`config.mk`:
```
export PLATFORM = sky130hd
export DESIGN_NAME = muldiv_sequencer_flat
export DESIGN_NICKNAME = d
export VERILOG_FILES = /design/src/rtl/muldiv_sequencer_if.sv /design/src/rtl/muldiv_sequencer.sv /design/src/flat_wrapper.sv
export SDC_FILE = /design/constraint.sdc
export NUM_CORES = 1
export LEC_CHECK = 0
export CORE_MARGIN = 5
export CORE_UTILIZATION = 46
export CTS_BUF_LIST = sky130_fd_sc_hd__clkbuf_4 sky130_fd_sc_hd__clkbuf_8
export CTS_CLUSTER_DIAMETER = 200
export CTS_CLUSTER_SIZE = 12
export DETAILED_ROUTE_END_ITERATION = 8
export PLACE_DENSITY_LB_ADDON = 0.15
export SETUP_SLACK_MARGIN = 0.2
export SKIP_LAST_GASP = 1
export SYNTH_ARGS = -nofsm -noshare
export SYNTH_HDL_FRONTEND = slang
export SYNTH_SLANG_ARGS = --single-unit
export TNS_END_PERCENT = 20
```
`constraint.sdc`:
```
create_clock -name clk -period 5.9 [get_ports clk]
set_input_delay 1.475 -clock clk [delete_from_list [all_inputs] [get_ports clk]]
set_output_delay 1.475 -clock clk [all_outputs]
set_load 0.02 [all_outputs]
```
`src/rtl/muldiv_sequencer_if.sv`:
```
// Handshake/result bundle between the control FSM (master) and muldiv_sequencer (slave).
interface muldiv_sequencer_if #(
  parameter int unsigned WIDTH = 32
);
  logic             start;
  logic [1:0]       op;
  logic [WIDTH-1:0] a;
  logic [WIDTH-1:0] b;
  logic             flush;
  logic             busy;
  logic             done;
  logic [WIDTH-1:0] hi_out;
  logic [WIDTH-1:0] lo_out;
  logic             hi_we;
  logic             lo_we;
  logic             div_by_zero;

  modport master (
    output start, op, a, b, flush,
    input  busy, done, hi_out, lo_out, hi_we, lo_we, div_by_zero
  );

  modport slave (
    input  start, op, a, b, flush,
    output busy, done, hi_out, lo_out, hi_we, lo_we, div_by_zero
  );
endinterface

```
`src/rtl/muldiv_sequencer.sv`:
```
// Iterative radix-2 multiply/divide with HI/LO write strobes; one shared adder.
// Optional MULDIV_DIV0_TRAP_EN: divide by zero finishes in one edge with no HI/LO writes.
module muldiv_sequencer #(
  parameter int unsigned WIDTH = 32
) (
  input logic               clk,
  input logic               reset,
  muldiv_sequencer_if.slave bus
);
  localparam int unsigned CW = $clog2(WIDTH + 1);

  typedef enum logic [1:0] {IDLE, RUN, FIX, DONE} state_t;

  state_t             state, state_nxt;
  logic [CW-1:0]      count;
  logic               is_div, is_signed, sign_a, sign_b, b_zero, trapped;
  logic [WIDTH-1:0]   opnd;
  logic [2*WIDTH-1:0] acc;
  logic [WIDTH-1:0]   hi_q, lo_q;
  logic               dbz_q;

  logic               in_signed, in_sa, in_sb, in_div0, trap_take;
  logic [WIDTH-1:0]   mag_a, mag_b;

  always_comb begin
    in_signed = ~bus.op[1];
    in_sa     = in_signed & bus.a[WIDTH-1];
    in_sb     = in_signed & bus.b[WIDTH-1];
    mag_a     = in_sa ? ('0 - bus.a) : bus.a;
    mag_b     = in_sb ? ('0 - bus.b) : bus.b;
    in_div0   = bus.op[0] & (bus.b == '0);
  end

`ifdef MULDIV_DIV0_TRAP_EN
  assign trap_take = in_div0;
`else
  assign trap_take = 1'b0;
`endif

  always_ff @(posedge clk or posedge reset) begin
    if (reset) state <= IDLE;
    else       state <= state_nxt;
  end

  always_comb begin
    state_nxt = state;
    unique case (state)
      IDLE:    if (bus.start) state_nxt = trap_take ? DONE : RUN;
      RUN:     if (count == CW'(1)) state_nxt = FIX;
      FIX:     state_nxt = DONE;
      DONE:    state_nxt = IDLE;
      default: state_nxt = IDLE;
    endcase
    if (bus.flush) state_nxt = IDLE;
  end

  // Shared adder: add for multiply, trial subtract (x + ~d + 1) for divide.
  logic [WIDTH:0]   add_x, add_y, rem_sh;
  logic             add_cin;
  logic [WIDTH+1:0] add_sum;

  always_comb begin
    rem_sh = acc[2*WIDTH-1:WIDTH-1];
    if (is_div) begin
      add_x   = rem_sh;
      add_y   = ~{1'b0, opnd};
      add_cin = 1'b1;
    end else begin
      add_x   = {1'b0, acc[2*WIDTH-1:WIDTH]};
      add_y   = {1'b0, opnd};
      add_cin = 1'b0;
    end
    add_sum = {1'b0, add_x} + {1'b0, add_y} + {{(WIDTH+1){1'b0}}, add_cin};
  end

  logic [2*WIDTH-1:0] prod_fix;
  logic [WIDTH-1:0]   quo_fix, rem_fix;
  logic               neg_res;

  // With a zero divisor every trial succeeds, so the remainder ends as |a| and
  // the usual sign fix on it reproduces the raw dividend for HI.
  always_comb begin
    neg_res  = is_signed & (sign_a ^ sign_b);
    prod_fix = neg_res ? ('0 - acc) : acc;
    quo_fix  = neg_res ? ('0 - acc[WIDTH-1:0]) : acc[WIDTH-1:0];
    if (b_zero) quo_fix = '1;
    rem_fix  = sign_a ? ('0 - acc[2*WIDTH-1:WIDTH]) : acc[2*WIDTH-1:WIDTH];
  end

  always_ff @(posedge clk or posedge reset) begin
    if (reset) begin
      count     <= '0;
      is_div    <= 1'b0;
      is_signed <= 1'b0;
      sign_a    <= 1'b0;
      sign_b    <= 1'b0;
      b_zero    <= 1'b0;
      trapped   <= 1'b0;
      opnd      <= '0;
      acc       <= '0;
      hi_q      <= '0;
      lo_q      <= '0;
      dbz_q     <= 1'b0;
    end else if (!bus.flush) begin
      unique case (state)
        IDLE: if (bus.start) begin
          is_div    <= bus.op[0];
          is_signed <= in_signed;
          sign_a    <= in_sa;
          sign_b    <= in_sb;
          b_zero    <= in_div0;
          trapped   <= trap_take;
          dbz_q     <= trap_take;
          count     <= CW'(WIDTH);
          opnd      <= mag_b;
          acc       <= {{WIDTH{1'b0}}, mag_a};
        end
        RUN: begin
          count <= count - CW'(1);
          if (is_div) begin
            if (add_sum[WIDTH+1]) acc <= {add_sum[WIDTH-1:0], acc[WIDTH-2:0], 1'b1};
            else                  acc <= {acc[2*WIDTH-2:0], 1'b0};
          end else begin
            if (acc[0]) acc <= {add_sum[WIDTH:0], acc[WIDTH-1:1]};
            else        acc <= {1'b0, acc[2*WIDTH-1:1]};
          end
        end
        FIX: begin
          if (is_div) begin
            hi_q <= rem_fix;
            lo_q <= quo_fix;
          end else begin
            {hi_q, lo_q} <= prod_fix;
          end
          if (b_zero) dbz_q <= 1'b1;
        end
        default: ;
      endcase
    end
  end

  always_comb begin
    bus.busy        = (state != IDLE);
    bus.done        = (state == DONE);
    bus.hi_we       = bus.done & ~trapped;
    bus.lo_we       = bus.done & ~trapped;
    bus.hi_out      = hi_q;
    bus.lo_out      = lo_q;
    bus.div_by_zero = dbz_q;
  end
endmodule

```
`src/flat_wrapper.sv`:
```
// flat-port wrapper written by rule: the top's interface ports become plain ports
module muldiv_sequencer_flat 
#(
  parameter int unsigned WIDTH = 32
)
  (clk, reset, bus_start, bus_op, bus_a, bus_b, bus_flush, bus_busy, bus_done, bus_hi_out, bus_lo_out, bus_hi_we, bus_lo_we, bus_div_by_zero);
  muldiv_sequencer_if #(.WIDTH(WIDTH)) bus_i ();
  input logic clk;
  input logic reset;
  input wire logic [$bits(bus_i.start)-1:0] bus_start;
  input wire logic [$bits(bus_i.op)-1:0] bus_op;
  input wire logic [$bits(bus_i.a)-1:0] bus_a;
  input wire logic [$bits(bus_i.b)-1:0] bus_b;
  input wire logic [$bits(bus_i.flush)-1:0] bus_flush;
  output wire logic [$bits(bus_i.busy)-1:0] bus_busy;
  output wire logic [$bits(bus_i.done)-1:0] bus_done;
  output wire logic [$bits(bus_i.hi_out)-1:0] bus_hi_out;
  output wire logic [$bits(bus_i.lo_out)-1:0] bus_lo_out;
  output wire logic [$bits(bus_i.hi_we)-1:0] bus_hi_we;
  output wire logic [$bits(bus_i.lo_we)-1:0] bus_lo_we;
  output wire logic [$bits(bus_i.div_by_zero)-1:0] bus_div_by_zero;
  assign bus_i.start = bus_start;
  assign bus_i.op = bus_op;
  assign bus_i.a = bus_a;
  assign bus_i.b = bus_b;
  assign bus_i.flush = bus_flush;
  assign bus_busy = bus_i.busy;
  assign bus_done = bus_i.done;
  assign bus_hi_out = bus_i.hi_out;
  assign bus_lo_out = bus_i.lo_out;
  assign bus_hi_we = bus_i.hi_we;
  assign bus_lo_we = bus_i.lo_we;
  assign bus_div_by_zero = bus_i.div_by_zero;
  muldiv_sequencer #(.WIDTH(WIDTH)) u_core (.clk(clk), .reset(reset), .bus(bus_i));
endmodule
```
# After elaboration in Yosys (flattened, before gate mapping)
# Index checks and enable logic that the tools add are counted.
dict set report word_totals {
  reg_bits 174
  in_bits 70
  word_cells 71
  output_inout_bits 69
}
dict set report op_classes {
  bitwise_logic 8
  n_mux 25
  n_addsub 8
  eq_ne 8
  n_reduce_logical 10
}
# cell n
set ops {}
lappend ops {{$mux W64} 5}
lappend ops {{$mux W32} 7}
lappend ops {{$pmux W64 S2} 1}
lappend ops {{$sub A1 B32 Y32 const A} 4}
lappend ops {{$mux W33} 2}
lappend ops {{$sub A1 B64 Y64 const A} 1}
lappend ops {{$add A33 B33 Y34} 1}
lappend ops {{$add A34 B1 Y34} 1}
lappend ops {{$not A32 Y33} 1}
lappend ops {{$logic_not A32 Y1} 1}
lappend ops {{$pmux W6 S2} 1}
lappend ops {{$pmux W2 S4} 1}
lappend ops {{$eq A6 B1 Y1 const B} 1}
lappend ops {{$mux W2} 3}
lappend ops {{$mux W6} 1}
lappend ops {{$reduce_and A3 Y1} 2}
lappend ops {{$reduce_bool A2 Y1} 3}
lappend ops {{$sub A6 B1 Y6 const B} 1}
lappend ops {{$and A1 B1 Y1} 4}
lappend ops {{$eq A2 B2 Y1 const B} 2}
lappend ops {{$reduce_and A2 Y1} 2}
lappend ops {{$reduce_and A4 Y1} 1}
lappend ops {{$mux W1} 3}
lappend ops {{$ne A3 B2 Y1 const B} 1}
lappend ops {{other kinds (8)} 9}

# Longest topological paths before layout
dict set report logic_depth {
  ltp_word 7
  depth_mapped 18
  depth_no_buf 11
}

# Worst setup path after synthesis
# Ideal clock, no wire load.
dict set report synth_timing {
  path_kind {flip-flop to flip-flop}
  startpoint {register u_core.is_div}
  endpoint {register u_core.acc[54]}
  path_stages_with_launch 17
  synth_period_minus_slack_ns 4.257
  t_arrival_ns 4.136
  path_buffers 6
  slack_ns 1.643
  path_cell_list {dfrtp_1 -> buf_2 -> clkbuf_1 -> clkbuf_1 -> clkbuf_1 -> buf_1 -> xor2_1 -> ha_1 -> clkbuf_1 -> nand3_1 -> or2_2 -> or3_1 -> o311ai_0 -> a21oi_1 -> xnor2_1 -> a21bo_2 -> a32o_1}
}
dict set report synth_via {
  elab_chain_cells 6
}
# element line
set synth_rtl {}
lappend synth_rtl {{from (decl)} muldiv_sequencer.sv:16} ;# logic is_div, is_signed, sign_a, sign_b, b_zero, trapped;
lappend synth_rtl {{from (signal assigned)} muldiv_sequencer.sv:107} ;# is_div <= bus.op[0];
lappend synth_rtl {{$mux W33} muldiv_sequencer.sv:64} ;# if (is_div) begin
lappend synth_rtl {{$add A33 B33 Y34} muldiv_sequencer.sv:73} ;# add_sum = {1'b0, add_x} + {1'b0, add_y} + {{(WIDTH+1){1'b0}}, add_cin};
lappend synth_rtl {{$add A34 B1 Y34} muldiv_sequencer.sv:73}
lappend synth_rtl {{$mux W64, on equally long branches} {muldiv_sequencer.sv:124, muldiv_sequencer.sv:121}}
lappend synth_rtl {{$mux W64 *} muldiv_sequencer.sv:120} ;# if (is_div) begin
lappend synth_rtl {{$pmux W64 S2 *} muldiv_sequencer.sv:105} ;# unique case (state)
lappend synth_rtl {{to (signal assigned)} muldiv_sequencer.sv:121} ;# if (add_sum[WIDTH+1]) acc <= {add_sum[WIDTH-1:0], acc[WIDTH-2:0], 1'b1};
lappend synth_rtl {{to (signal assigned)} muldiv_sequencer.sv:124} ;# if (acc[0]) acc <= {add_sum[WIDTH:0], acc[WIDTH-1:1]};
lappend synth_rtl {{to (signal assigned)} muldiv_sequencer.sv:125} ;# else acc <= {1'b0, acc[2*WIDTH-1:1]};
lappend synth_rtl {{to (decl)} muldiv_sequencer.sv:18} ;# logic [2*WIDTH-1:0] acc;
# Every way passes the cells marked *; elsewhere a longest branch is shown, timed or not.
# A chain may end at the register's enable or synchronous reset.

# Worst setup path in the final report
dict set report layout_timing {
  startpoint {register u_core.is_div}
  endpoint {register u_core.acc[50]}
}
# The elaborated chain is that of the path after synthesis.

==> run metrics <==
status completed; Die W 180 um; first-iteration detailed-routing DRC count 1024; Layout fillers 2689; Syn Nets 1731; syn_area_per_cell 8.21 um2; core region area 28600 um2; Worst Hold Class reg2reg; setup ws final 1.20 ns; total CTS buffers 17; drt pass-1 iters 5; Synth Register Bits 174; maximum VDD drop 0.247 mV; CP Capture Type flip-flop; Largest stage delay, worst path 1.14 ns; WL per Instance 18.2 um; hold_ws 0.487 ns; Via density 5.77; sequential area share after synthesis 32.8%; skew final 0.0214 ns; Layout Area Growth over Synthesis 14.5%; DR DRC count 0; PostCTS Resize Cnt 0; largest net degree at the start of global routing 82; Post-Syn Area 13300 um2; Setup violations, final 0; TritonCTS Sinks 174; Yosys cell types 85; GR Util All Layers 22.5%; pwr dens 622 nW/um2; number of routed nets with antenna violations 0; root buffer cell clkbuf_8; most common cell after layout, fill and taps aside o21ai_0; Routed WL 37.6 mm; gpl congestion 0.934; worst path required time 6.25 ns; max-capacitance violation count 0; Post-layout nets 1783; die area 32400 um2; CP Launch Type flip-flop; pre-CTS setup slack 1.29 ns; crit path max-delay cell type dfrtp_4; crit-path cells mux2_2 -> ha_1 -> a21oi_1 -> o21ai_0 -> a221oi_2 -> nand2_1 -> o211ai_2 -> and2_1 -> buf_4 -> nor2_1 -> o41ai_1; vias in the first global route 11.1k; prevailing post-synth register cell dfrtp_1; crit path max fanout 80; detailed placer's ending HPWL 28.4 mm; CTS Buffer Depth 2; post-route insts no fill 2067; initial core utilization 46.4%; Yosys Warn Count 0; RSZ-0062 raised after global routing false; min Tclk post-route 4.70 ns; global-route wire length before repair 60.7 mm; Ports 139; Port Buffers 138; total vias in the final route 11.9k; clock slew at reported path FFs 0.10 ns; Post-Synthesis Cells 1618; fmax 0.213 GHz; initial antenna violation count 0; Post-synth EDFFs 0; FFs w/ async S/R, synth 100%; Leakage 6.37 nW; setup TNS 0 ns; Max Slew Vio Count 0; kind of critical path reg2reg; layout cells sized above 1 7.49%; Worst Path Arrival 5.06 ns; CTS tree built; H-tree levels 4; Overflow after GRT 0; postcts setup bufs 0; utilization after layout 53.1%; placed cells 2035; Rel. slew slack 25.9%; Post-CTS Hold Buffers 0; Clock Latency Late Sink 0.48 ns; DIE HEIGHT 180 um; antenna cell count 0; Hold Vio Cnt, Final 0; Final Cycle Share 79.7%; most frequent cells in the layout o21ai_0 (198), nand2_1 (195), dfrtp_1 (173), a21oi_1 (144), clkdlybuf4s50_1 (138); Tightest Pin Transition 1.11 ns; row count 62
==> area by class of cell <==
class                           instances  area (um2)  share of cell area [%]
Clock buffer                           19         262                    1.72
Clock inverter                         13         136                   0.897
Inverter                               24        93.8                   0.617
Multi-Input combinational cell       1299        8360                    55.0
Sequential cell                       174        4360                    28.7
Tap cell                              384         480                    3.16
Timing Repair Buffer                  154        1510                    9.95
==> worst max-delay path: cells and delay by family, from the launching register on <==
| kind | cells | cell delay, ns |
|---|---|---|
| AOI/OAI and AO/OA | 5 | 1.58 |
| adders and majority gates | 1 | 0.36 |
| buffers and inverters | 1 | 0.34 |
| DFF | 1 | 1.14 |
| muxes | 1 | 0.42 |
| and+or+nand+nor | 3 | 0.73 |
==> state kept, by name (all words and copies together), names as in the netlist <==
name and cells:
u_core.is_div 1, u_core.sign_a 1, u_core.bus.lo_out 32, u_core.is_signed 1, u_core.acc 64, u_core.opnd 32
u_core.state 2, u_core.b_zero 1, u_core.sign_b 1, u_core.bus.hi_out 32, u_core.bus.div_by_zero 1, u_core.count 6
==> cells in the mapped netlist, types with 22 or more instances <==
| cell | instances | area, um2 |
|---|---|---|
| nand2_1 | 195 | 732 |
| xnor2_1 | 71 | 622 |
| clkbuf_1 | 101 | 379 |
| xor2_1 | 110 | 963 |
| a21o_1 | 22 | 165 |
| ha_1 | 42 | 526 |
| a21oi_1 | 145 | 726 |
| o21ai_0 | 198 | 991 |
| nor3_1 | 29 | 145 |
| inv_1 | 23 | 86.3 |
| dfrtp_1 | 174 | 4350 |
| mux2i_1 | 32 | 320 |
| nor2_1 | 121 | 454 |
| mux2_2 | 39 | 439 |
==> metal layers <==
layer  wire [um]  global-route usage (%)  vias to the layer above
met1       18900                    35.6                     5627
met4         327                    3.90                        0
li1            -                       -                     5865
met3        2740                    4.08                       22
met2       15700                    32.2                      420
met5           0                       0                        -
==> stage by stage <==
step | cell area [um2] | total power, mW
floorplan | 13300 | 6.73
global placement | 14800 | 8.46
detailed placement | 14800 | 8.52
CTS | 15200 | 9.41
global route | 15200 | 10.3
finish | 15200 | 9.46
==> report_power, final <==
part	switching (mW)	internal, mW	total (mW)
clock	0.530	0.340	0.869
combinational	3.62	2.52	6.14
sequential	0.758	1.69	2.45
==> logic make-up after synthesis <==
kind of cell / count (synthesis) / synth area share [%]
flip-flops: 174 / 32.8
XOR/XNOR: 181 / 11.9
adder cells (fa/ha/maj): 43 / 4.11
AO/OA/AOI/OAI: 518 / 23.6
AND/OR/NAND/NOR: 486 / 17.6
multiplexers: 71 / 5.72
buffers and inverters: 145 / 4.33
==> worst paths after layout <==
kind	start	end	slack, ns	depth (start not counted)
worst max-delay path	u_core.is_div	u_core.acc[50]	1.20	11
worst min-delay path	u_core.bus.hi_out[6]	u_core.bus.hi_out[6]	0.49	2
max in group asynchronous	reset	u_core.is_div	3.34	3
min in group asynchronous	reset	u_core.bus.lo_out[12]	1.53	2
worst max register to register	u_core.is_div	u_core.acc[50]	1.20	11
worst min register to register	u_core.bus.hi_out[6]	u_core.bus.hi_out[6]	0.49	2
(Power assumes the default switching activity.)
